[src/rtl/ps2_pkg.sv]
// Shared constants, scan-code tables and sequencer state type for the ASCII to PS/2 path.
// Build option ASCII_TO_PS2_SHIFT_EN adds the left-shift wrapper states for uppercase.
package ps2_pkg;

  localparam logic [7:0] BREAK_PREFIX = 8'hF0;
  localparam logic [7:0] SC_ENTER     = 8'h5A;
  localparam logic [7:0] SC_SPACE     = 8'h29;
  localparam logic [7:0] SC_LSHIFT    = 8'h12;
  localparam logic [7:0] LCD_ENTER    = 8'hC0;

  // Set-2 make codes, 'a' first; uppercase letters reuse this table.
  localparam logic [7:0] LC_TBL [0:25] = '{
    8'h1C, 8'h32, 8'h21, 8'h23, 8'h24, 8'h2B, 8'h34, 8'h33, 8'h43, 8'h3B,
    8'h42, 8'h4B, 8'h3A, 8'h31, 8'h44, 8'h4D, 8'h15, 8'h2D, 8'h1B, 8'h2C,
    8'h3C, 8'h2A, 8'h1D, 8'h22, 8'h35, 8'h1A
  };

  localparam logic [7:0] DIG_TBL [0:9] = '{
    8'h45, 8'h16, 8'h1E, 8'h26, 8'h25, 8'h2E, 8'h36, 8'h3D, 8'h3E, 8'h46
  };

  typedef enum logic [2:0] {
    ST_IDLE,
    ST_MAKE,
    ST_BRK_PFX,
    ST_BRK,
    ST_GAP
`ifdef ASCII_TO_PS2_SHIFT_EN
    ,
    ST_SH_MAKE,
    ST_SH_PFX,
    ST_SH_BRK
`endif
  } seq_state_e;

endpackage

[src/rtl/ascii_to_ps2_seq_if.sv]
// Character-in / scan-code-out bundle for ascii_to_ps2_seq, plus status and a state tap.
interface ascii_to_ps2_seq_if;

  // Both sides: a beat transfers on a rising clk where valid & ready; the source
  // holds data stable and valid high until then, and ready may depend on nothing upstream.
  logic [7:0]             in_data;
  logic                   in_rs;
  logic                   in_valid;
  logic                   in_ready;
  logic [7:0]             code_out;
  logic                   code_valid;
  logic                   code_ready;
  logic                   unknown;
  logic                   busy;
  ps2_pkg::seq_state_e    dbg_state;

  modport master (
    output in_data, in_rs, in_valid, code_ready,
    input  in_ready, code_out, code_valid, unknown, busy, dbg_state
  );

  modport slave (
    input  in_data, in_rs, in_valid, code_ready,
    output in_ready, code_out, code_valid, unknown, busy, dbg_state
  );

endinterface

[src/rtl/ascii_scancode_lut.sv]
// Combinational LCD character to PS/2 Set-2 make-code lookup.
// With ASCII_TO_PS2_SHIFT_EN, uppercase letters are known and flagged as needing shift.
module ascii_scancode_lut
  import ps2_pkg::*;
(
  input  logic [7:0] data_i,
  input  logic       rs_i,
  output logic [7:0] make_o,
  output logic       known_o,
  output logic       needs_shift_o
);

  always_comb begin
    make_o        = 8'h00;
    known_o       = 1'b0;
    needs_shift_o = 1'b0;
    if (rs_i) begin
      if (data_i >= 8'h61 && data_i <= 8'h7A) begin
        // Letter index is the low five bits minus one for both cases.
        make_o  = LC_TBL[data_i[4:0] - 5'd1];
        known_o = 1'b1;
      end else if (data_i >= 8'h30 && data_i <= 8'h39) begin
        make_o  = DIG_TBL[data_i[3:0]];
        known_o = 1'b1;
      end else if (data_i == 8'h20) begin
        make_o  = SC_SPACE;
        known_o = 1'b1;
      end
`ifdef ASCII_TO_PS2_SHIFT_EN
      else if (data_i >= 8'h41 && data_i <= 8'h5A) begin
        make_o        = LC_TBL[data_i[4:0] - 5'd1];
        known_o       = 1'b1;
        needs_shift_o = 1'b1;
      end
`endif
    end else if (data_i == LCD_ENTER) begin
      make_o  = SC_ENTER;
      known_o = 1'b1;
    end
  end

endmodule

[src/rtl/ascii_to_ps2_seq.sv]
// Turns one LCD character into the make / F0 / make keystroke byte stream, then idles GAP_CYCLES.
// ASCII_TO_PS2_SHIFT_EN wraps uppercase letters in left-shift make and break.
module ascii_to_ps2_seq
  import ps2_pkg::*;
#(
  parameter int GAP_CYCLES = 4
) (
  input  logic             clk,
  input  logic             rst,
  ascii_to_ps2_seq_if.slave bus
);

  localparam int GW = (GAP_CYCLES < 1) ? 1 : $clog2(GAP_CYCLES + 1);
  localparam logic [GW-1:0] GAP_LOAD = GW'(GAP_CYCLES);

  seq_state_e    state_q;
  logic [7:0]    code_q;
  logic          valid_q;
  logic          unknown_q;
  logic [7:0]    make_q;
  logic [GW-1:0] gap_q;
`ifdef ASCII_TO_PS2_SHIFT_EN
  logic          shift_q;
`endif

  logic [7:0] lut_make;
  logic       lut_known;
  logic       lut_shift;
  logic       accept_d;
  logic       xfer_d;
  logic       char_ok_d;
  logic       last_byte_d;

  ascii_scancode_lut u_lut (
    .data_i        (bus.in_data),
    .rs_i          (bus.in_rs),
    .make_o        (lut_make),
    .known_o       (lut_known),
    .needs_shift_o (lut_shift)
  );

  assign accept_d = bus.in_valid & (state_q == ST_IDLE);
  assign xfer_d   = valid_q & bus.code_ready;

`ifdef ASCII_TO_PS2_SHIFT_EN
  assign char_ok_d = lut_known;
`else
  // Without the shift states a shifted character cannot be sequenced.
  assign char_ok_d = lut_known & ~lut_shift;
`endif

  always_comb begin
    last_byte_d = 1'b0;
    if (xfer_d) begin
      if (state_q == ST_BRK) last_byte_d = 1'b1;
`ifdef ASCII_TO_PS2_SHIFT_EN
      if (state_q == ST_BRK && shift_q) last_byte_d = 1'b0;
      if (state_q == ST_SH_BRK)         last_byte_d = 1'b1;
`endif
    end
  end

  always_ff @(posedge clk or posedge rst) begin
    if (rst) begin
      state_q   <= ST_IDLE;
      code_q    <= 8'h00;
      valid_q   <= 1'b0;
      unknown_q <= 1'b0;
      make_q    <= 8'h00;
      gap_q     <= '0;
`ifdef ASCII_TO_PS2_SHIFT_EN
      shift_q   <= 1'b0;
`endif
    end else begin
      unknown_q <= 1'b0;
      if (last_byte_d) begin
        valid_q <= 1'b0;
        code_q  <= 8'h00;
        if (GAP_CYCLES > 0) begin
          state_q <= ST_GAP;
          gap_q   <= GAP_LOAD;
        end else begin
          state_q <= ST_IDLE;
        end
      end else begin
        case (state_q)
          ST_IDLE: begin
            if (accept_d) begin
              if (char_ok_d) begin
                make_q  <= lut_make;
                valid_q <= 1'b1;
`ifdef ASCII_TO_PS2_SHIFT_EN
                shift_q <= lut_shift;
                if (lut_shift) begin
                  state_q <= ST_SH_MAKE;
                  code_q  <= SC_LSHIFT;
                end else
`endif
                begin
                  state_q <= ST_MAKE;
                  code_q  <= lut_make;
                end
              end else begin
                unknown_q <= 1'b1;
              end
            end
          end
          ST_MAKE: if (xfer_d) begin
            state_q <= ST_BRK_PFX;
            code_q  <= BREAK_PREFIX;
          end
          ST_BRK_PFX: if (xfer_d) begin
            state_q <= ST_BRK;
            code_q  <= make_q;
          end
          ST_GAP: begin
            if (gap_q <= GW'(1)) begin
              state_q <= ST_IDLE;
              gap_q   <= '0;
            end else begin
              gap_q <= gap_q - GW'(1);
            end
          end
`ifdef ASCII_TO_PS2_SHIFT_EN
          ST_SH_MAKE: if (xfer_d) begin
            state_q <= ST_MAKE;
            code_q  <= make_q;
          end
          // Reaching here means BRK transferred with shift pending.
          ST_BRK: if (xfer_d) begin
            state_q <= ST_SH_PFX;
            code_q  <= BREAK_PREFIX;
          end
          ST_SH_PFX: if (xfer_d) begin
            state_q <= ST_SH_BRK;
            code_q  <= SC_LSHIFT;
          end
`endif
          default: ;
        endcase
      end
    end
  end

  assign bus.in_ready   = (state_q == ST_IDLE);
  assign bus.busy       = (state_q != ST_IDLE);
  assign bus.code_out   = code_q;
  assign bus.code_valid = valid_q;
  assign bus.unknown    = unknown_q;
  assign bus.dbg_state  = state_q;

endmodule

[src/flat_wrapper.sv]
// flat-port wrapper written by rule: the top's interface ports become plain ports
module ascii_to_ps2_seq_flat import ps2_pkg::*;
#(
  parameter int GAP_CYCLES = 4
)
  (clk, rst, bus_in_data, bus_in_rs, bus_in_valid, bus_code_ready, bus_in_ready, bus_code_out, bus_code_valid, bus_unknown, bus_busy, bus_dbg_state);
  ascii_to_ps2_seq_if bus_i ();
  input  logic clk;
  input  logic rst;
  input wire logic [$bits(bus_i.in_data)-1:0] bus_in_data;
  input wire logic [$bits(bus_i.in_rs)-1:0] bus_in_rs;
  input wire logic [$bits(bus_i.in_valid)-1:0] bus_in_valid;
  input wire logic [$bits(bus_i.code_ready)-1:0] bus_code_ready;
  output wire logic [$bits(bus_i.in_ready)-1:0] bus_in_ready;
  output wire logic [$bits(bus_i.code_out)-1:0] bus_code_out;
  output wire logic [$bits(bus_i.code_valid)-1:0] bus_code_valid;
  output wire logic [$bits(bus_i.unknown)-1:0] bus_unknown;
  output wire logic [$bits(bus_i.busy)-1:0] bus_busy;
  output wire logic [$bits(bus_i.dbg_state)-1:0] bus_dbg_state;
  assign bus_i.in_data = bus_in_data;
  assign bus_i.in_rs = bus_in_rs;
  assign bus_i.in_valid = bus_in_valid;
  assign bus_i.code_ready = bus_code_ready;
  assign bus_in_ready = bus_i.in_ready;
  assign bus_code_out = bus_i.code_out;
  assign bus_code_valid = bus_i.code_valid;
  assign bus_unknown = bus_i.unknown;
  assign bus_busy = bus_i.busy;
  assign bus_dbg_state = bus_i.dbg_state;
  ascii_to_ps2_seq #(.GAP_CYCLES(GAP_CYCLES)) u_core (.clk(clk), .rst(rst), .bus(bus_i));
endmodule
[config.mk]
export PLATFORM = sky130hd
export DESIGN_NAME = ascii_to_ps2_seq_flat
export DESIGN_NICKNAME = d
export VERILOG_FILES = /design/src/rtl/ps2_pkg.sv /design/src/rtl/ascii_to_ps2_seq_if.sv /design/src/rtl/ascii_scancode_lut.sv /design/src/rtl/ascii_to_ps2_seq.sv /design/src/flat_wrapper.sv
export SDC_FILE = /design/constraint.sdc
export NUM_CORES = 1
export LEC_CHECK = 0
export BUFFER_PORTS_ARGS = -buffer_cell sky130_fd_sc_hd__buf_2
export CORE_UTILIZATION = 55
export CTS_BUF_LIST = sky130_fd_sc_hd__clkbuf_16
export CTS_CLUSTER_DIAMETER = 60
export DETAILED_ROUTE_END_ITERATION = 12
export PLACE_DENSITY = 0.78
export SYNTH_ARGS = -nofsm -noshare
export SYNTH_HDL_FRONTEND = slang
export SYNTH_SLANG_ARGS = --single-unit
[constraint.sdc]
create_clock -name clk -period 1.9 [get_ports clk]
set_input_delay 0.38 -clock clk [delete_from_list [all_inputs] [get_ports clk]]
set_output_delay 0.38 -clock clk [all_outputs]
set_load 0.05 [all_outputs]
Word level (Yosys, flattened, before mapping):

Memories as Yosys holds them, arrays and structs flattened.
Cells that the tools add are included.

* output and inout bits: 15
* memories kept: 2
* flip-flop bits (word level): 24
* memory bits (read-only): 384
* logic and storage cells: 87

Memories
* (no name shown): words 32, bits a word 8, rd ports 1, clocked after Yosys merged registers in 0, wr ports 0, line ascii_scancode_lut.sv:20 `make_o = LC_TBL[data_i[4:0] - 5'd1];`
* (no name shown): words 16, bits a word 8, rd ports 1, clocked after Yosys merged registers in 0, wr ports 0, line ascii_scancode_lut.sv:23 `make_o = DIG_TBL[data_i[3:0]];`

* magnitude comparators: 7
* bitwise gates (word level): 5
* multiplexer cells: 40
* $add $sub $neg: 2
* equal/unequal tests: 11
* reductions and logical operators: 14

Operators with widths (number)
* 8-bit 2-to-1 mux: 12
* 3-bit 2-to-1 mux: 9
* 8-bit case mux with 3 select lines: 1
* 1-bit 2-to-1 mux: 15
* 3-bit by 1-bit != test with 1-bit output, second input constant: 5
* 3-bit case mux with 4 select lines: 1
* 8-bit by 6-bit equality test with 1-bit output, second input constant: 1
* 8-bit equality test, second input constant: 1
* 8-bit by 6-bit >= comparator with 1-bit output, second input constant: 1
* 8-bit by 7-bit >= comparator with 1-bit output, second input constant: 1
* 8-bit by 6-bit less-or-equal comparator with 1-bit output, second input constant: 1
* 8-bit by 7-bit less-or-equal comparator with 1-bit output, second input constant: 1
* 2-bit nonzero test: 4
* 7-bit 2-to-1 mux: 1
* 3-bit by 2-bit equality test with 1-bit output, second input constant: 2
* 6-bit >= comparator, second input constant: 1
* 6-bit 2-to-1 mux: 1
* 5-bit NOT with 6-bit output: 1
* 6-bit AND reduction: 1
* 5-bit >= comparator, second input constant: 1
* 4-bit NOT with 5-bit output: 1
* 5-bit AND reduction: 1
* 5-bit nonzero test: 1
* 5-bit by 1-bit subtractor with 5-bit output, second input constant: 1
* other kinds (12): 14

Longest topological paths before layout:

* depth in word-level cells: 11
* gate-level depth with buffers: 12
* gate-level depth less buffers: 9

Cells and area by module:

A second synthesis with hierarchy kept.

* cell total of the unflattened synthesis: 247
* area total of the unflattened synthesis: 2173.3 sq um

Modules (own cells, without submodules)
* ascii_to_ps2_seq: area an instance 1246.2 sq um, instances 1, cells each 115
* ascii_scancode_lut: area an instance 927.1 sq um, instances 1, cells each 132

Worst setup path before layout:

Ideal clock, no wire load.

* path type: register -> output
* from: register u_core.state_q[0] (netlist: u_core.bus.dbg_state[0])
* to: output port bus_busy
* data required time: 1520 ps
* cell stages (with the launch flop): 4
* slack: -1074 ps
* buffers on the path: 1
* arrival time: 2594 ps
* cells stage by stage: dfrtp_1 > clkbuf_1 > nor3_1 > inv_1

* cells in the longest elaborated chain, start to end: 1

RTL lines
* from (decl): line ascii_to_ps2_seq.sv:16 `seq_state_e state_q;`
* from (signal assigned): line ascii_to_ps2_seq.sv:65 `state_q <= ST_IDLE;`
* from (signal assigned): line ascii_to_ps2_seq.sv:80 `state_q <= ST_GAP;`
* from (signal assigned): line ascii_to_ps2_seq.sv:83 `state_q <= ST_IDLE;`
* 3-bit nonzero test: line ascii_to_ps2_seq.sv:146 `assign bus.busy = (state_q != ST_IDLE);`
* to (decl): line flat_wrapper.sv:18 `output wire logic [$bits(bus_i.busy)-1:0] bus_busy;`

Every way passes these cells.

Final worst setup path:

* from: input port bus_in_data[0]
* to: register u_core.code_q[3] (netlist: u_core.bus.code_out[3])

* cells in the longest elaborated chain, start to end: 11
* elaborated cells on any way between the ends: 33

RTL lines
* from (decl): line flat_wrapper.sv:10 `input wire logic [$bits(bus_i.in_data)-1:0] bus_in_data;`
* 5-bit by 1-bit subtractor with 5-bit output or 4-bit NOT with 5-bit output (tied branches): line ascii_scancode_lut.sv:20, ascii_scancode_lut.sv:23
* 5-bit NOT with 6-bit output (not written as such) or memory 16 x 8 bit (tied branches)
* memory 32 x 8 bit or 8-bit 2-to-1 mux (tied branches)
* 8-bit 2-to-1 mux, on equally long branches: line ascii_scancode_lut.sv:20, ascii_scancode_lut.sv:23
* 8-bit 2-to-1 mux, on equally long branches: line ascii_scancode_lut.sv:20, ascii_scancode_lut.sv:22
* 8-bit 2-to-1 mux: line ascii_scancode_lut.sv:18 `if (data_i >= 8'h61 && data_i <= 8'h7A) begin`
* 8-bit 2-to-1 mux: line ascii_scancode_lut.sv:17 `if (rs_i) begin`
* 8-bit 2-to-1 mux: line ascii_to_ps2_seq.sv:89 `if (char_ok_d) begin`
* 8-bit 2-to-1 mux: line ascii_to_ps2_seq.sv:88 `if (accept_d) begin`
* 8-bit case mux with 3 select lines: line ascii_to_ps2_seq.sv:86 `case (state_q)`
* 8-bit 2-to-1 mux: line ascii_to_ps2_seq.sv:76 `if (last_byte_d) begin`
* to (signal assigned): line ascii_to_ps2_seq.sv:101 `code_q <= lut_make;`
* to (signal assigned): line ascii_to_ps2_seq.sv:114 `code_q <= make_q;`
* to (decl): line ascii_to_ps2_seq.sv:17 `logic [7:0] code_q;`

Parallel ways exist; a longest one is shown, timed or not. The select of a mux whose other input is x is not followed.
A chain may end at the register's enable or synchronous reset.

==> results.cfg <==
[job]
maxCapViolCount = 0

[route]
drt_via_density = 7.871
dr_total_vias = 3298
drc_errors = 0
routed_wire_length_per_instance_um = 30.89
postRouteWirelength_um = 12940
drt_pass1_iterations = 11
drt-initial-drc-count = 840
drtAntennaViolNets = 0

[grt]
grt_pass1_wl_um = 14320
met2_usage_pct = 69.52
number_of_global_route_vias_before_repair = 2746
global_route.usage.met3_pct = 15.17
global_route.peak_usage_layer = met2
global_route_usage_sum_pct = 44.83
antenna_found_initial = 0
grt_max_degree = 20
grt_overflow_total = 0
met1_usage_pct = 54.29

[yosys]
netlist_area_um2 = 2261
post_synth.cell_area_avg_um2 = 8.162
count_of_warnings_emitted_by_yosys = 0
synth_cells = 277
syn_nets = 300
synth_edf_count = 0
synth.ff_latch_count = 23
yosysTopAreaCell = dfrtp_1
yosys_cell_types = 68
cell_types_occupying_the_most_area_after_synthesis = dfrtp_1 (25%), ha_1 (5.5%), nand2_1 (4.8%), o21ai_0 (3.8%), nor2_1 (3.3%)
synthDominantCellAreaShare_pct = 25.46
seq_area_frac_synth_pct = 25.46
synth-main-ff-cell = dfrtp_1
synth-async-reset-ratio_pct = 100.0

[floorplan]
design.core.area_um2 = 3799
fp-row-count = 22
dieHeight_um = 66.12
die_width_um = 66.12
floorplan.die_area_um2 = 4371
ioPinCount = 28
initial_utilization_pct = 59.52

[cts]
tritoncts.num_buffers = 3
clk_path_buf_depth = 2
htree_levels = 1
clock_input_transition_at_the_sequential_cells_of_the_worst_setup_and_hold_paths_ps = 70
clock-root-buffer = clkbuf_16
clock_insertion_delay_worst_skew_ps = 270
cts_tree = yes
cts_num_sinks = 23

[timing]
post-route-period-util_pct = 125.8
max_clock_freq_ghz = 0.4184
timing.final.setup_violations = 18
timing.final.ws_setup_ps = -490.1
rsz0062_at_grt = yes
hold_violation_total_from_the_final_report = 0
skew_ps = 6.568
final_period_minus_worst_setup_slack_ps = 2390
worst_tran_pin_value_ps = 840.4
relSlewSlack_pct = 43.91
timing_max_transition_violations_final = 0

[run_status]
status = finished with violations
failed_checks = negative setup slack

[critical_path]
cp_slowest_cell = nor3_1
critical_path.max_stage_delay_ps = 440
path_cells = buf_12, ha_2, nor3_1, buf_4, a211oi_4, buf_6, a32oi_4, a221o_1, nand2_1, a32o_1
critPathArrivalTime_ps = 2550
critical_path.top_delay_family = compound AO/OA/AOI/OAI gates
critPathBufInv = 3
worstSetupPathType = in2reg
start_kind = primary input
end_kind = register
critical_path_required_ps = 2060
crit_fanout = 5

[placed_design]
dp_worst_setup_slack_ps = -497.7
place_area_um2 = 2919
gp_routability_congestion = 0.9272
post-dp-hpwl_um = 5104
buffer_ports.inserted = 27

[cells_and_area]
syn2layout_area_growth_pct = 60.38
n_antenna_cell = 0
layout_cell_area_excl_fill_um2 = 3626
final_net_count = 395
most-common-layout-cells = buf_4 (72), nand2_1 (25), buf_2 (24), dfrtp_1 (21), inv_1 (13)
multi_input_area_um2 = 1948
number_of_filler_cells_placed_in_the_layout = 91
layout_commonest_cell = buf_4
sequential_cell_area_um2 = 578.1
share_of_layout_cells_above_drive_strength_1_pct = 52.29

[min_path]
worst_hold_path_type = in2async

[power_and_ir_drop]
cellLeakagePower_nw = 1.579
power.density_nw_per_um2 = 1006
max_rail_drop_vdd_uv = 1091
==> Yosys cell counts (all sizes together) (2+ instances only) <==
cell,instances
a31oi,6
dfrtp,23
o21a,6
o22ai,3
a32o,2
nor2b,5
xor2,3
nor3,9
o32a,2
nand3,10
o211ai,2
a22oi,2
a22o,3
and3,2
o21ai,19
ha,10
nand4,2
and2,4
a211oi,4
clkbuf,6
a21oi,16
o311ai,3
a32oi,2
nand2b,9
nor3b,3
mux2i,7
nor4,2
or3b,3
inv,13
o32ai,3
o21bai,2
nand2,29
xnor2,3
o31ai,3
a2bb2oi,3
buf,16
a221o,2
nor2,20
==> stage by stage <==
| step | utilization [%] | setup TNS (ps) | total power [W] | cells | hold WS (ps) |
|---|---|---|---|---|---|
| final | 95.45 | -5308 | 0.003648 | 419 | 269.6 |
| after detailed placement | 76.84 | -6347 | 0.002566 | 397 | 477.9 |
| after floorplan | - | -3548 | 0.002101 | 277 | 381.8 |
| after CTS | 85.34 | -71.78 | 0.003107 | 410 | 258.3 |
| after global placement | 76.84 | -4997 | 0.002515 | 397 | 464.9 |
| after global routing | 95.45 | -6238 | 0.003737 | 419 | 322.4 |
==> final cells by class <==
class / instances / share of cell area, %
clock buffer: 3 / 2.070
clock inverter: 1 / 0.1035
inverter: 14 / 2.001
multi-input combinational: 218 / 53.73
sequential: 23 / 15.94
tap: 48 / 1.656
timing repair buffer: 112 / 24.50
==> where the power goes <==
| group | internal [W] | total (W) | switching [W] |
|---|---|---|---|
| registers | 0.000676 | 0.000864 | 0.000187 |
| logic | 0.000720 | 0.00230 | 0.00158 |
| clock network | 0.000282 | 0.000483 | 0.000201 |
==> state kept, by name, indices dropped and copies added, names as in the netlist <==
register               cells
u_core.bus.code_out        8
u_core.bus.code_valid      1
u_core.bus.dbg_state       3
u_core.bus.unknown         1
u_core.gap_q               3
u_core.make_q              7
==> per-layer routing <==
| metal | up-vias | wire length, µm |
|---|---|---|
| li1 | 1198 | - |
| met1 | 1441 | 4240 |
| met2 | 461 | 5062 |
| met3 | 198 | 2229 |
| met4 | 0 | 1408 |
| met5 | - | 0 |
==> cells by family after synthesis <==
| family | Yosys count | share of synthesized area (%) |
|---|---|---|
| buf+inv | 36 | 8.577 |
| xor+xnor | 6 | 3.321 |
| simple gates | 103 | 24.29 |
| fa+ha+maj | 10 | 5.534 |
| mux | 8 | 3.597 |
| compound gates | 91 | 29.22 |
| flops | 23 | 25.46 |
==> path summary, 6_finish.rpt <==
kind | startpoint | slack [ps] | to | cells after the start
min | rst | 270 | u_core.bus.code_out[6] | 2
max | bus_in_data[0] | -490 | u_core.bus.code_out[3] | 10
max reg2reg | u_core.bus.dbg_state[2] | -210 | u_core.bus.code_out[5] | 6
min reg2reg | u_core.bus.code_out[3] | 520 | u_core.bus.code_out[3] | 1
max in group asynchronous | rst | 1030 | u_core.bus.unknown | 3
min in group clk | u_core.bus.code_out[3] | 520 | u_core.bus.code_out[3] | 1
==> timing repair <==
item	CTS	global route
setup endpoints to repair	17	16
hold buffers	0	0
gates cloned	0	1
resized for setup	39	62
pin swaps	18	31
buffers inserted	9	8
Note: power is estimated with default switching activity, not from simulation.
